**config.mk**
```make
export PLATFORM = sky130hd
export DESIGN_NAME = sar_word_collector
export DESIGN_NICKNAME = d
export VERILOG_FILES = /design/src/rtl/sar_pkg.sv /design/src/rtl/sar_word_fifo.sv /design/src/rtl/sar_word_collector.sv
export SDC_FILE = /design/constraint.sdc
export NUM_CORES = 1
export LEC_CHECK = 0
export CAP_MARGIN = 20
export CORE_ASPECT_RATIO = 1.25
export CORE_MARGIN = 2
export CORE_UTILIZATION = 61
export DETAILED_ROUTE_END_ITERATION = 10
export PLACE_DENSITY = 0.8
export SKIP_CTS_REPAIR_TIMING = 1
export SYNTH_ARGS = -nofsm -noshare
export SYNTH_HDL_FRONTEND = slang
export SYNTH_SLANG_ARGS = --single-unit
```
**constraint.sdc**
```tcl
create_clock -name CLK -period 8.25 [get_ports CLK]
set_input_delay 2.0625 -clock CLK [delete_from_list [all_inputs] [get_ports CLK]]
set_output_delay 2.0625 -clock CLK [all_outputs]
set_load 0.02 [all_outputs]
```
**src/rtl/sar_pkg.sv**
```systemverilog
// sar_pkg: shared constants and FSM state type for the SAR word collector.
package sar_pkg;
  localparam int BIT_ADC_DEF = 8;
  localparam int CNT_W = 16;
  typedef enum logic [2:0] {IDLE, SAMPLE, SKIP, SHIFT, PUSH} state_t;
endpackage

```
**src/rtl/sar_word_fifo.sv**
```systemverilog
// sar_word_fifo: first-word-fall-through FIFO whose head is a flop, so it can drive outputs directly.
module sar_word_fifo #(
  parameter int W = 8,
  parameter int DEPTH = 4
) (
  input  logic         clk,
  input  logic         rst_n,
  input  logic         i_push,
  input  logic [W-1:0] i_din,
  input  logic         i_pop,
  output logic         o_full,
  output logic         o_empty,
  output logic [W-1:0] o_head
);
  localparam int AW = $clog2(DEPTH);
  localparam int CW = AW + 1;
  logic [W-1:0] r_mem [DEPTH];
  logic [CW-1:0] r_cnt;
  logic r_valid;
  logic w_pop, w_push;
  logic [CW-1:0] w_widx, w_cnt_nxt;
  assign w_pop = i_pop & r_valid;
  assign w_push = i_push & (~o_full | w_pop);
  assign w_widx = w_pop ? r_cnt - CW'(1) : r_cnt;
  assign w_cnt_nxt = r_cnt + CW'(w_push) - CW'(w_pop);
  assign o_full = r_cnt == CW'(DEPTH);
  assign o_empty = ~r_valid;
  assign o_head = r_mem[0];
  // Entries shift toward index 0 on pop; a same-edge push lands in the slot freed by the shift.
  always_ff @(posedge clk or negedge rst_n) begin
    if (!rst_n) begin
      r_mem <= '{default: '0};
      r_cnt <= '0;
      r_valid <= 1'b0;
    end else begin
      if (w_pop)
        for (int i = 0; i < DEPTH - 1; i++) r_mem[i] <= r_mem[i+1];
      if (w_push) r_mem[w_widx[AW-1:0]] <= i_din;
      r_cnt <= w_cnt_nxt;
      r_valid <= w_cnt_nxt != '0;
    end
  end
endmodule

```
**src/rtl/sar_word_collector.sv**
```systemverilog
// sar_word_collector: deserializes MSB-first SAR results into words and queues them in a FIFO.
module sar_word_collector import sar_pkg::*; #(
  parameter int BIT_ADC = BIT_ADC_DEF,
  parameter int BIT_OFFSET = 1,
  parameter int FIFO_DEPTH = 4
) (
  input  logic               CLK,
  input  logic               XRST,
  input  logic               SAR_SC,
  input  logic               SAR_DOUT,
  output logic [BIT_ADC-1:0] DATA_OUT,
  output logic               DATA_VALID,
  input  logic               DATA_READY,
  output logic               OVERFLOW,
  input  logic               CLR_OVF,
  output logic               FRAME_ERR,
  output logic [CNT_W-1:0]   SAMPLE_CNT
);
  localparam int BW = $clog2(BIT_ADC + 1);
  state_t r_state, w_next;
  logic [3:0] r_skip;
  logic [BW-1:0] r_bit;
  logic [BIT_ADC-1:0] r_sh;
  logic r_ovf, r_ferr;
  logic [CNT_W-1:0] r_cnt;
  logic w_abort, w_shift, w_push, w_full, w_empty, w_accept, w_drop;
  always_ff @(posedge CLK or negedge XRST) begin
    if (!XRST) r_state <= IDLE;
    else r_state <= w_next;
  end
  always_comb begin
    w_next = r_state;
    w_abort = 1'b0;
    w_shift = 1'b0;
    w_push = 1'b0;
    case (r_state)
      IDLE: w_next = SAR_SC ? SAMPLE : IDLE;
      SAMPLE: w_next = SAR_SC ? SAMPLE : (BIT_OFFSET == 0) ? SHIFT : SKIP;
      SKIP: begin
        w_abort = SAR_SC;
        w_next = SAR_SC ? SAMPLE : (r_skip == 4'(BIT_OFFSET - 1)) ? SHIFT : SKIP;
      end
      SHIFT: begin
        w_abort = SAR_SC;
        w_shift = ~SAR_SC;
        w_next = SAR_SC ? SAMPLE : (r_bit == BW'(BIT_ADC - 1)) ? PUSH : SHIFT;
      end
      PUSH: begin
        w_push = 1'b1;
        w_next = SAR_SC ? SAMPLE : IDLE;
      end
      default: w_next = IDLE;
    endcase
  end
  // DATA_READY doubles as pop; a full FIFO still accepts when it pops on the same edge.
  assign w_accept = w_push & (~w_full | DATA_READY);
  assign w_drop = w_push & w_full & ~DATA_READY;
  always_ff @(posedge CLK or negedge XRST) begin
    if (!XRST) begin
      r_skip <= '0;
      r_bit <= '0;
      r_sh <= '0;
      r_ovf <= 1'b0;
      r_ferr <= 1'b0;
      r_cnt <= '0;
    end else begin
      r_skip <= (r_state == SKIP) ? r_skip + 4'd1 : 4'd0;
      r_bit <= w_shift ? r_bit + BW'(1) : '0;
      r_sh <= w_abort ? '0 : w_shift ? {r_sh[BIT_ADC-2:0], SAR_DOUT} : r_sh;
      r_ovf <= w_drop | (r_ovf & ~CLR_OVF);
      r_ferr <= w_abort;
      r_cnt <= r_cnt + CNT_W'(w_accept);
    end
  end
  sar_word_fifo #(.W(BIT_ADC), .DEPTH(FIFO_DEPTH)) u_fifo (
    .clk(CLK),
    .rst_n(XRST),
    .i_push(w_push),
    .i_din(r_sh),
    .i_pop(DATA_READY),
    .o_full(w_full),
    .o_empty(w_empty),
    .o_head(DATA_OUT)
  );
  assign DATA_VALID = ~w_empty;
  assign OVERFLOW = r_ovf;
  assign FRAME_ERR = r_ferr;
  assign SAMPLE_CNT = r_cnt;
endmodule

```
==> results.toml <==
[status]
status = "complete, no violations"

[yosys]
yosysTopAreaCell = "dfrtp_1"
ys_top_cells_by_area = "dfrtp_1 (55%), nand2_1 (8.0%), mux2_2 (5.4%), mux2_4 (3.6%), xnor2_1 (3.1%)"
synth_cell_types = 40
synth-edff-count = 0
ys_seq_area_frac = 0.545
synthArstFlopShare = 1.00
syn_area_per_cell_um2 = 10.8
ys.flop_type = "dfrtp_1"
syn_nets = 325
yosysTopAreaCellShare = 0.545
synth_cells = 310
synth_area_um2 = 3350
ys_ff_latch = 73
yosysWarnings = 0

[floorplanning]
rows = 30
start_util = 0.624
pin_count = 33
dieHeight_um = 86.9
die_w_um = 70.3
dieArea_um2 = 6110
core_area_um2 = 5370

[global_route]
grt_pass1_vias = 2239
grt_max_degree = 74
globalRouteOverflowTotal = 0
grt_pass1_wl_mm = 10.5
antenna_found_initial = 0
grt.total_usage = 0.221

[timing]
fmax_mhz = 203
whs_ns = 0.463
tns_ns = 0
min_period_ns = 4.92
rsz0062_at_grt = "no"
skew_ns = 0.00940
tightest_slew_ns = 0.882
max_slew_margin = 0.412
fin_crit_sh = 0.597
finalHoldViolations = 0
finalMaxSlewViolations = 0
layout_setup_ws_ns = 3.33
setup_viol = 0

[setup_path]
crit_type = "in -> reg"
start_kind = "primary input"
setup.worst_path.end_class = "flop"
cp_slowest_cell = "clkdlybuf4s50_1"
path_cells = "clkdlybuf4s50_1 > nand2_2 > inv_2 > ha_1 > inv_1 > ha_1 > inv_1 > fa_1 > xnor2_1 > xnor2_1 > or3_1"
worst_ep_required_time_ns = 8.47
path_max_fanout = 29
arrival_ns = 5.15
max_stage_delay_ns = 0.54

[layout]
syn2layout_area_growth_pct = 13.6
layout_commonest_cell = "dfrtp_1"
nNetsFinal = 351
n_antenna_cell = 0
final_cell_mix = "dfrtp_1 (73), nand2_1 (71), clkdlybuf4s50_1 (31)"
final_core_util = 0.709
drive_gt1_frac = 0.132

[clocking]
cts_tree = "done"
cts.sinks = 73
cts.clk_slew.worst_paths_ns = 0.07
numCtsBuffers = 9
worstSkewPairLatency_ns = 0.34
htree_num_levels = 3
clock-root-buffer = "clkbuf_8"
clk_path_buf_depth = 2

[place]
place.gp.congestion = 0.745
pre_cts_ws_ns = 2.96
port_buffers = 32
dp.final_hpwl_mm = 4.22

[min_path]
hp-class = "reg -> reg"

[power]
ir_drop_uv = 108
leakagePower_nw = 1.85
p_per_area_nw_per_um2 = 192

[detailed_routing]
drt_iter0_drc = 165
drc = 0
viasPerCell = 5.68
wire_per_inst_um = 15.3
drtAntennaViolNets = 0
vias = 2294
finalWirelength_mm = 6.17
firstDrtPassIters = 4

[job]
drv_cap = 0
==> layer usage <==
layer	vias up	track usage	wire length, um
met5	-	0	0
met4	0	0.107	117
met3	11	0.0440	223
met2	54	0.361	3130
met1	1137	0.284	2700
li1	1092	-	-
==> critical path: cells and delay by family <==
kind	cells	cell delay [ns]
buf+inv	4	1.17
xor+xnor	2	0.30
fa+ha+maj	3	0.98
simple gates	2	0.62
==> cells in the mapped netlist (all sizes together), types with 2 or more instances <==
| cell | n |
|---|---|
| dfrtp | 73 |
| nand4 | 3 |
| clkbuf | 6 |
| buf | 12 |
| nor4 | 10 |
| and3 | 2 |
| inv | 13 |
| nand3 | 8 |
| nor3 | 3 |
| xnor2 | 12 |
| a31oi | 8 |
| mux2 | 24 |
| o21ai | 3 |
| a21oi | 3 |
| and2 | 2 |
| or3 | 3 |
| xor2 | 8 |
| ha | 8 |
| a22o | 8 |
| nand3b | 2 |
| nor2 | 16 |
| nand2b | 2 |
| nand2 | 72 |
==> power breakdown <==
part | internal, mW | switching, mW | leakage (nW)
clock | 0.115 | 0.121 | 0.0822
sequential | 0.371 | 0.0140 | 0.993
combinational | 0.0369 | 0.0737 | 0.776
==> final timing paths <==
check | startpoint | endpoint | slack [ns] | depth (start not counted)
max | DATA_READY | u_fifo.r_valid | 3.33 | 11
min in group asynchronous | XRST | SAMPLE_CNT[4] | 1.92 | 2
min | r_bit[0] | r_bit[0] | 0.46 | 1
max reg2reg | u_fifo.r_valid | u_fifo.r_valid | 5.17 | 10
min reg2reg | r_bit[0] | r_bit[0] | 0.46 | 1
max in group asynchronous | XRST | u_fifo.r_mem[9] | 5.75 | 2
==> cell families (layout without fill, tap and decap cells) <==
| kind of cell | Yosys count | after routing | share of synthesized area |
|---|---|---|---|
| adders and majority gates | 9 | 9 | 0.0358 |
| xor gates and xnor gates | 20 | 20 | 0.0523 |
| DFF | 73 | 73 | 0.545 |
| and+or+nand+nor | 127 | 127 | 0.174 |
| AOI/OAI and AO/OA | 26 | 26 | 0.0556 |
| muxes | 24 | 24 | 0.0896 |
| buffers and inverters | 31 | 61 | 0.0478 |
==> layout make-up <==
| type | count | area [um2] |
|---|---|---|
| multi-input combinational | 206 | 1360 |
| inverter | 13 | 48.8 |
| fill | 409 | 1560 |
| sequential | 73 | 1830 |
| clock inverter | 3 | 17.5 |
| tap | 64 | 80.1 |
| clock buffer | 12 | 145 |
| timing repair buffer | 33 | 323 |
==> metrics by stage <==
stage / cells / power [mW] / cell area [um2]
detailed placement: 389 / 0.503 / 3640
finish: 404 / 0.732 / 3800
CTS: 404 / 0.736 / 3800
global placement: 389 / 0.494 / 3640
floorplan: 310 / 0.469 / 3350
global route: 404 / 0.770 / 3800
Note: power is estimated with default switching activity, not from simulation.
